### config.mk
export PLATFORM = sky130hd
export DESIGN_NAME = mul
export DESIGN_NICKNAME = d
export VERILOG_FILES = /design/src/rtl/mul_pkg.sv /design/src/rtl/mul_pipe_reg.sv /design/src/rtl/mul.sv
export SDC_FILE = /design/constraint.sdc
export NUM_CORES = 1
export LEC_CHECK = 0
export ABC_AREA = 1
export BUFFER_PORTS_ARGS = -buffer_cell sky130_fd_sc_hd__buf_4
export CAP_MARGIN = 20
export CORE_MARGIN = 2
export CORE_UTILIZATION = 45
export CTS_BUF_LIST = sky130_fd_sc_hd__clkbuf_4 sky130_fd_sc_hd__clkbuf_8
export CTS_CLUSTER_DIAMETER = 120
export DETAILED_ROUTE_END_ITERATION = 6
export PLACE_DENSITY = 0.7
export SETUP_SLACK_MARGIN = 0.05
export SLEW_MARGIN = 30
export SYNTH_ARGS = -nofsm -noshare
export SYNTH_HDL_FRONTEND = slang
export SYNTH_SLANG_ARGS = --single-unit
export TNS_END_PERCENT = 10
### constraint.sdc
create_clock -name CLK_0 -period 5.5 [get_ports CLK_0]
set_input_delay 1.375 -clock CLK_0 [delete_from_list [all_inputs] [get_ports CLK_0]]
set_output_delay 1.375 -clock CLK_0 [all_outputs]
set_load 0.05 [all_outputs]
### src/rtl/mul_pkg.sv
// Shared defaults and operand/product types for the pipelined signed multiplier.
package mul_pkg;
  localparam int MUL_A_W_DEF = 8;
  localparam int MUL_B_W_DEF = 8;
  localparam int MUL_LAT_DEF = 3;
  localparam int MUL_LAT_MAX = 8;

  typedef logic signed [MUL_A_W_DEF-1:0]             mul_a_t;
  typedef logic signed [MUL_B_W_DEF-1:0]             mul_b_t;
  typedef logic signed [MUL_A_W_DEF+MUL_B_W_DEF-1:0] mul_p_t;
endpackage

### src/rtl/mul_pipe_reg.sv
// Single pipeline register: synchronous active-high reset, reset wins over enable.
module mul_pipe_reg #(
  parameter int W = 8
) (
  input  logic         clk,
  input  logic         rst,
  input  logic         en,
  input  logic [W-1:0] d,
  output logic [W-1:0] q
);
  always_ff @(posedge clk) begin
    if (rst)     q <= '0;
    else if (en) q <= d;
  end
endmodule

### src/rtl/mul.sv
// Pipelined full-precision signed multiplier, P_0 = A_0 * B_0 after LATENCY enabled edges.
// Optional valid side-band enabled by defining MUL_VALID_EN.
module mul
  import mul_pkg::*;
#(
  parameter int A_W     = MUL_A_W_DEF,
  parameter int B_W     = MUL_B_W_DEF,
  parameter int LATENCY = MUL_LAT_DEF
) (
  input  logic                     CLK_0,
  input  logic                     RST_0,
  input  logic                     CE_0,
  input  logic signed [A_W-1:0]    A_0,
  input  logic signed [B_W-1:0]    B_0,
`ifdef MUL_VALID_EN
  input  logic                     VLD_IN_0,
  output logic                     VLD_OUT_0,
`endif
  output logic signed [A_W+B_W-1:0] P_0
);
  localparam int P_W = A_W + B_W;
  // With LATENCY==1 the single register holds the product of the raw inputs.
  localparam int NPS = (LATENCY > 1) ? LATENCY - 1 : 1;

  if (LATENCY < 1 || LATENCY > MUL_LAT_MAX) begin : g_lat_chk
    $error("mul: LATENCY %0d outside 1..%0d", LATENCY, MUL_LAT_MAX);
  end

  logic signed [A_W-1:0] a_m;
  logic signed [B_W-1:0] b_m;
  logic signed [P_W-1:0] a_x, b_x, prod;
  logic        [P_W-1:0] pipe [NPS+1];

  if (LATENCY > 1) begin : g_opnd
    logic [P_W-1:0] opnd_q;
    mul_pipe_reg #(.W(P_W)) u_opnd (
      .clk(CLK_0), .rst(RST_0), .en(CE_0), .d({A_0, B_0}), .q(opnd_q)
    );
    assign a_m = opnd_q[P_W-1:B_W];
    assign b_m = opnd_q[B_W-1:0];
  end else begin : g_no_opnd
    assign a_m = A_0;
    assign b_m = B_0;
  end

  // Sign-extend to full product width; the result is exact, no overflow.
  assign a_x     = P_W'(a_m);
  assign b_x     = P_W'(b_m);
  assign prod    = a_x * b_x;
  assign pipe[0] = prod;

  for (genvar i = 0; i < NPS; i++) begin : g_prod
    mul_pipe_reg #(.W(P_W)) u_reg (
      .clk(CLK_0), .rst(RST_0), .en(CE_0), .d(pipe[i]), .q(pipe[i+1])
    );
  end

  assign P_0 = pipe[NPS];

`ifdef MUL_VALID_EN
  logic [LATENCY:0] vld_pipe;
  assign vld_pipe[0] = VLD_IN_0;
  for (genvar i = 0; i < LATENCY; i++) begin : g_vld
    mul_pipe_reg #(.W(1)) u_vld (
      .clk(CLK_0), .rst(RST_0), .en(CE_0), .d(vld_pipe[i]), .q(vld_pipe[i+1])
    );
  end
  assign VLD_OUT_0 = vld_pipe[LATENCY];
`endif
endmodule

==> run metrics, run 1 <==
status completed; synth warn 0; HPWL after DPL 7550 um; Pre-antenna DRT Iters 4; Clock transition at path regs 0.10 ns; synthesis-to-finish area growth 9.64%; # fillers 984; cts repair resizes 0; crit-path max FO 9; Simple-Gate Fraction of Synth Area 20.3%; drc violations 0; Synth Area in Compound Gates 7.64%; Tot GR Track Use 19.2%; Seq/Total Area, Yosys 21.3%; XOR/XNOR Fraction of Synth Area 1.75%; Setup crit start g_opnd.u_opnd.q[7]; final setup fails 0; fin crit share 80.8%; grt ovf 0; max-slew violations 0; post-route ant nets 0; CTS tree yes; number of buffers created by CTS 5; Worst Hold Class reg2reg; CP Launch Type flop; Worst path max stage delay 0.55 ns; critical path depth 17; Clock Skew 0.00710 ns; Post-Synthesis Cells 631; Die W 104 um; via/cell ratio 4.64; worst r2r src g_opnd.u_opnd.q[7]; Root Buffer clkbuf_8; Worst path top cell family by delay adder cells; Critical Path End Type flop; EDFF count, synth 0; Initial Utilization 46.3%; leading register cell type out of synthesis dfxtp_1; reg-to-reg endpoint g_prod[0].u_reg.q[10]; max cap viols 0; Mapped Nets 734; Leak 0.00289 uW; slowest CP cell fa_1; WL final 9620 um; antenna violations before repair 0; fin area 4940 um^2; total clock sinks 48; WP data required 5.73 ns; mux contribution to synthesized area 0%; Layout Cells excl Fill 776; Initial DRC Count 148; final setup TNS 0 ns; Final Net Count 745; DR vias 3,602; vias in the first global route 3,576; Setup crit end g_prod[0].u_reg.q[10]; I/O Pins 35; Synth Area in Adders 32.5%; Total Power 1160 uW; largest net degree at the start of global routing 55; port bufs 34; P per Cell Area 236 nW/um^2; setup slack, reg-to-reg 1.06 ns; RD Place Congestion 0.861; Peak VDD IR 0.000161 V; post-place instance area 4800 um^2; global-route wire length before repair 17,000 um; Least-Margin Pin Slew 0.546 ns; synthesis-stage register bit count 48; clk_lat worst skew 0.32 ns; CTS Buffer Depth 2; layout cells sized above 1 8.09%; H-tree levels 2; cells on worst reg2reg path 17; post-detailed-route wirelength per cell 12.4 um; placed cells 768; core footprint 9730 um^2; endpoints failing hold 0; area of the die 10,800 um^2; Max-slew headroom 63.6%; CP Buf/Inv Count 5; Worst Path Arrival 4.67 ns; Yosys cell types 27; Setup CP Type reg2reg; Core Rows 36; worst-path cell chain clkinv_1 -> or2_2 -> fa_1 -> fa_1 -> inv_1 -> fa_1 -> inv_1 -> fa_1 -> inv_1 -> ha_1 -> a21oi_2 -> nand2_1 -> nand2_1 -> nand2_1 -> xor2_1 -> o21ai_1 -> inv_1; Syn Area/Cell 7.14 um^2; Post-synth ARST share 0%; min Tclk post-route 4.44 ns; hold buffer count at cts 0; largest family of logic cells by synthesized area adder cells; Final Util 50.8%; unrepaired setup endpoints after global routing no; diode count 0; Mapped Area 4510 um^2; Die H 104 um; Fmax 225 MHz; postcts setup bufs 0
report_power, final:
part / internal, uW / switching (uW) / leakage (uW) / total, uW
combinational: 158 / 277 / 0.00242 / 435
clock: 183 / 135 / 0.0000687 / 318
sequential: 378 / 32.9 / 0.000398 / 411
total: 720 / 445 / 0.00289 / 1160
Yosys cell counts (all sizes together) (2+ instances only):
master  number  area [um^2]
a21oi       14         88.8
buf          7         41.3
clkbuf      24         91.3
clkinv       2         7.51
dfxtp       48          961
fa          55         1100
ha          29          363
inv        161          604
nand2      106          403
nand3       15         80.1
nand4        2         12.5
nor2       107          404
o21ai       48          240
xnor2        3         26.3
xor2         6         52.6
how the worst min path moves through the flow:
| stage | from | endpoint | slack [ns] | cells past startpoint |
|---|---|---|---|---|
| after global routing | g_prod[0].u_reg.q[13] | g_prod[1].u_reg.q[13] | 0.50 | 2 |
| after floorplan | g_prod[0].u_reg.q[13] | g_prod[1].u_reg.q[13] | 0.43 | 2 |
| after global placement | g_prod[0].u_reg.q[14] | g_prod[1].u_reg.q[14] | 0.45 | 2 |
| after CTS | g_prod[0].u_reg.q[14] | g_prod[1].u_reg.q[14] | 0.48 | 2 |
| final | g_prod[0].u_reg.q[14] | g_prod[1].u_reg.q[14] | 0.47 | 2 |
| after detailed placement | g_prod[0].u_reg.q[14] | g_prod[1].u_reg.q[14] | 0.46 | 2 |
state kept, by name, indices dropped and copies added (netlist names):
signal           count
g_opnd.u_opnd.q     16
g_prod.u_reg.q      32
layout by cell type, fill, tap and decap left out, drive strengths merged, types with 3 or more instances in the layout:
master and count:
buf 35, nand2 106, a21oi 14, xor2 6, o21ai 48, dfxtp 48, fa 55, clkbuf 5
nor2 107, nand3 15, inv 162, xnor2 3, ha 29
worst min-delay path: stages (launching register included):
cell and delay, ns:
dfxtp_1 0.31, inv_1 0.06, a21oi_1 0.06
metrics by stage:
step / hold WS (ns) / setup WS, ns
finish: 0.471 / 1.06
global route: 0.496 / 0.772
floorplan: 0.434 / 1.34
detailed placement: 0.459 / 1.08
global placement: 0.447 / 1.13
CTS: 0.476 / 1.07
routing by layer:
layer | routed length, um | up-vias | track usage, % | part of all wire (%)
met3 | 245 | 9 | 2.88 | 2.5
li1 | - | 1838 | - | -
met4 | 116 | 0 | 4.73 | 1.2
met5 | 0 | - | 0 | 0
met1 | 4570 | 1712 | 25.4 | 48
met2 | 4680 | 43 | 32.9 | 49
cell type report:
| class | count | area, um^2 | area share (%) |
|---|---|---|---|
| multi-input cells | 389 | 2800 | 56.7 |
| flip-flops and latches | 48 | 961 | 19.5 |
| inverters | 163 | 612 | 12.4 |
| repair buffers | 35 | 263 | 5.32 |
| well taps | 133 | 166 | 3.37 |
| clock buffers | 5 | 68.8 | 1.39 |
| clock inverters | 3 | 68.8 | 1.39 |
logic make-up after synthesis:
logic type,after synthesis
XOR/XNOR,9
adder cells (fa/ha/maj),84
flip-flops,48
buffers and inverters,194
AND/OR/NAND/NOR,232
AO/OA/AOI/OAI,64
No activity file was read; power rests on OpenSTA's default activity.
==> inputs of run 2 (changes only) <==
==> constraint.sdc (replaced) <==
create_clock -name CLK_0 -period 4.2 [get_ports CLK_0]
set_input_delay 1.05 -clock CLK_0 [delete_from_list [all_inputs] [get_ports CLK_0]]
set_output_delay 1.05 -clock CLK_0 [all_outputs]
set_load 0.05 [all_outputs]
==> run 2 against run 1 <==
Global-route usage increased by 0.28 points; flip-flop and latch count unchanged; via count increased by 3.6%; cell count increased by 2.8%; design area increased by 7.2%; die area unchanged; worst setup slack got worse by 0.83 ns; sequential share of layout area decreased by 0.81 points; clock skew about the same; count of clock-buffer cells in the layout unchanged; clock power increased by 29%; total power increased by 38%; critical endpoint is now g_prod[0].u_reg.q[12].
==> run metrics, run 2 (synthesis gave the netlist of run 1 again) <==
max cap viols 0; sw frac 37.5%; via/cell ratio 4.68; Die H 104 um; status completed; P per Cell Area 304 nW/um^2; clock power share 25.4%; Peak VDD IR 0.000213 V; Hold Crit Endpoint g_prod[1].u_reg.q[14]; worst-path cell chain buf_4 -> nand2_1 -> inv_1 -> fa_1 -> inv_2 -> fa_1 -> inv_1 -> fa_1 -> inv_1 -> fa_1 -> inv_1 -> ha_4 -> a21o_1 -> nor2_2 -> a21oi_1 -> nand3b_1 -> nand2_1 -> inv_1; placed cells 788; fin area 5300 um^2; Pre-antenna DRT Iters 5; Root Buffer clkbuf_8; reg-to-reg endpoint g_prod[0].u_reg.q[12]; crit-path max FO 4; Leak 0.00300 uW; Initial Utilization 46.3%; Setup CP Type reg2reg; fin crit share 94.7%; Total Power 1610 uW; cells on worst reg2reg path 18; setup slack, reg-to-reg 0.22 ns; largest net degree at the start of global routing 55; drc violations 0; HPWL after DPL 7730 um; number of buffers created by CTS 5; layout cells sized above 1 17.3%; Tot GR Track Use 19.4%; core footprint 9730 um^2; area of the die 10,800 um^2; final setup fails 0; critical path depth 18; DR vias 3,732; antenna violations before repair 0; Layout Cells excl Fill 798; RD Place Congestion 0.857; Fmax 251 MHz; post-place instance area 4970 um^2; Critical Path End Type flop; Worst Hold Class reg2reg; min Tclk post-route 3.98 ns; Final Net Count 767; worst r2r src g_opnd.u_opnd.q[14]; Clock Skew 0.00663 ns; synthesis-to-finish area growth 17.5%; Top reg by flops g_prod.u_reg.q; Comb pwr share 41.8%; grt ovf 0; hold path start g_prod[0].u_reg.q[14]; leading cell type in the layout, fill and taps excluded inv_1; WL final 9680 um; biggest regs g_prod.u_reg.q: 32 flops, g_opnd.u_opnd.q: 16 flops; hold path cells 2; H-tree levels 2; CTS tree yes; endpoints failing hold 0; Initial DRC Count 131; global-route wire length before repair 17,400 um; port bufs 34; Die W 104 um; Clock transition at path regs 0.10 ns; post-route ant nets 0; Worst path max stage delay 0.56 ns; number of flip-flops in the largest register 32; Net Switching 605 uW; Core Rows 36; Internal Power 1010 uW; most frequent cells in the layout inv_1, nor2_1, nand2_1, buf_4, fa_1; WP data required 4.42 ns; Worst path top cell family by delay adder cells; unrepaired setup endpoints after global routing yes; sequential power share 32.8%; CP Buf/Inv Count 7; max-slew violations 0; Worst Path Arrival 4.20 ns; Least-Margin Pin Slew 0.525 ns; CP Launch Type flop; clk_lat worst skew 0.31 ns; slowest CP cell fa_1; vias in the first global route 3,767; diode count 0; post-detailed-route wirelength per cell 12.1 um; total clock sinks 48; most used cell, CP inv_1; CTS Buffer Depth 2; hold buffer count at cts 0; I/O Pins 35; Max-slew headroom 64.9%
[run 2: worst min-delay path, stage by stage, from the launching register on]
cell	delay, ns
dfxtp_1	0.31
inv_1	0.06
a21oi_1	0.06
[run 2: how the worst max path moves through the flow]
stage	start	to
6_report	g_opnd.u_opnd.q[14]	g_prod[0].u_reg.q[12]
5_1_grt	g_opnd.u_opnd.q[7]	g_prod[0].u_reg.q[15]
4_1_cts	g_opnd.u_opnd.q[12]	g_prod[0].u_reg.q[12]
3_5_place_dp	g_opnd.u_opnd.q[15]	g_prod[0].u_reg.q[12]
3_3_place_gp	g_opnd.u_opnd.q[15]	g_prod[0].u_reg.q[14]
2_1_floorplan	g_opnd.u_opnd.q[7]	g_prod[0].u_reg.q[10]
[run 2: final cells by class]
type | instances | area [um^2]
clock buffer | 5 | 68.8
tap | 133 | 166
fill | 920 | 4430
sequential | 48 | 987
inverter | 163 | 613
timing repair buffer | 57 | 448
multi-input combinational | 389 | 2940
clock inverter | 3 | 68.8
[run 2: repair_timing]
item | in CTS | in global routing
pin swaps | 0 | 20
gates resized for setup | 3 | 50
setup buffers | 0 | 2
setup endpoints to repair | 8 | 8
[run 2: per-layer routing]
metal	share of wire, %	global-route usage (%)	wire length [um]
met2	50	33.9	4880
met1	44	25.5	4270
met3	4.2	2.82	404
met4	1.3	4.54	121
met5	0	0	0
[run 2: through the flow]
step / hold slack [ns] / setup WS [ns] / utilization, % / setup TNS (ns)
4_1_cts: 0.485 / 0.00808 / 52.5 / 0
2_1_floorplan: 0.434 / 0.102 / - / 0
3_5_place_dp: 0.463 / -0.0829 / 51.0 / -0.251
6_report: 0.479 / 0.222 / 54.4 / 0
3_3_place_gp: 0.451 / -0.0509 / 51.0 / -0.151
5_1_grt: 0.515 / 0.0110 / 54.4 / 0
[run 2: power groups by stage]
stage | Combinational, uW | Sequential [uW] | Clock, uW
global route | 773 | 534 | 433
finish | 673 | 529 | 410
CTS | 619 | 528 | 418
detailed placement | 607 | 538 | 0
floorplan | 415 | 558 | 0
global placement | 603 | 537 | 0
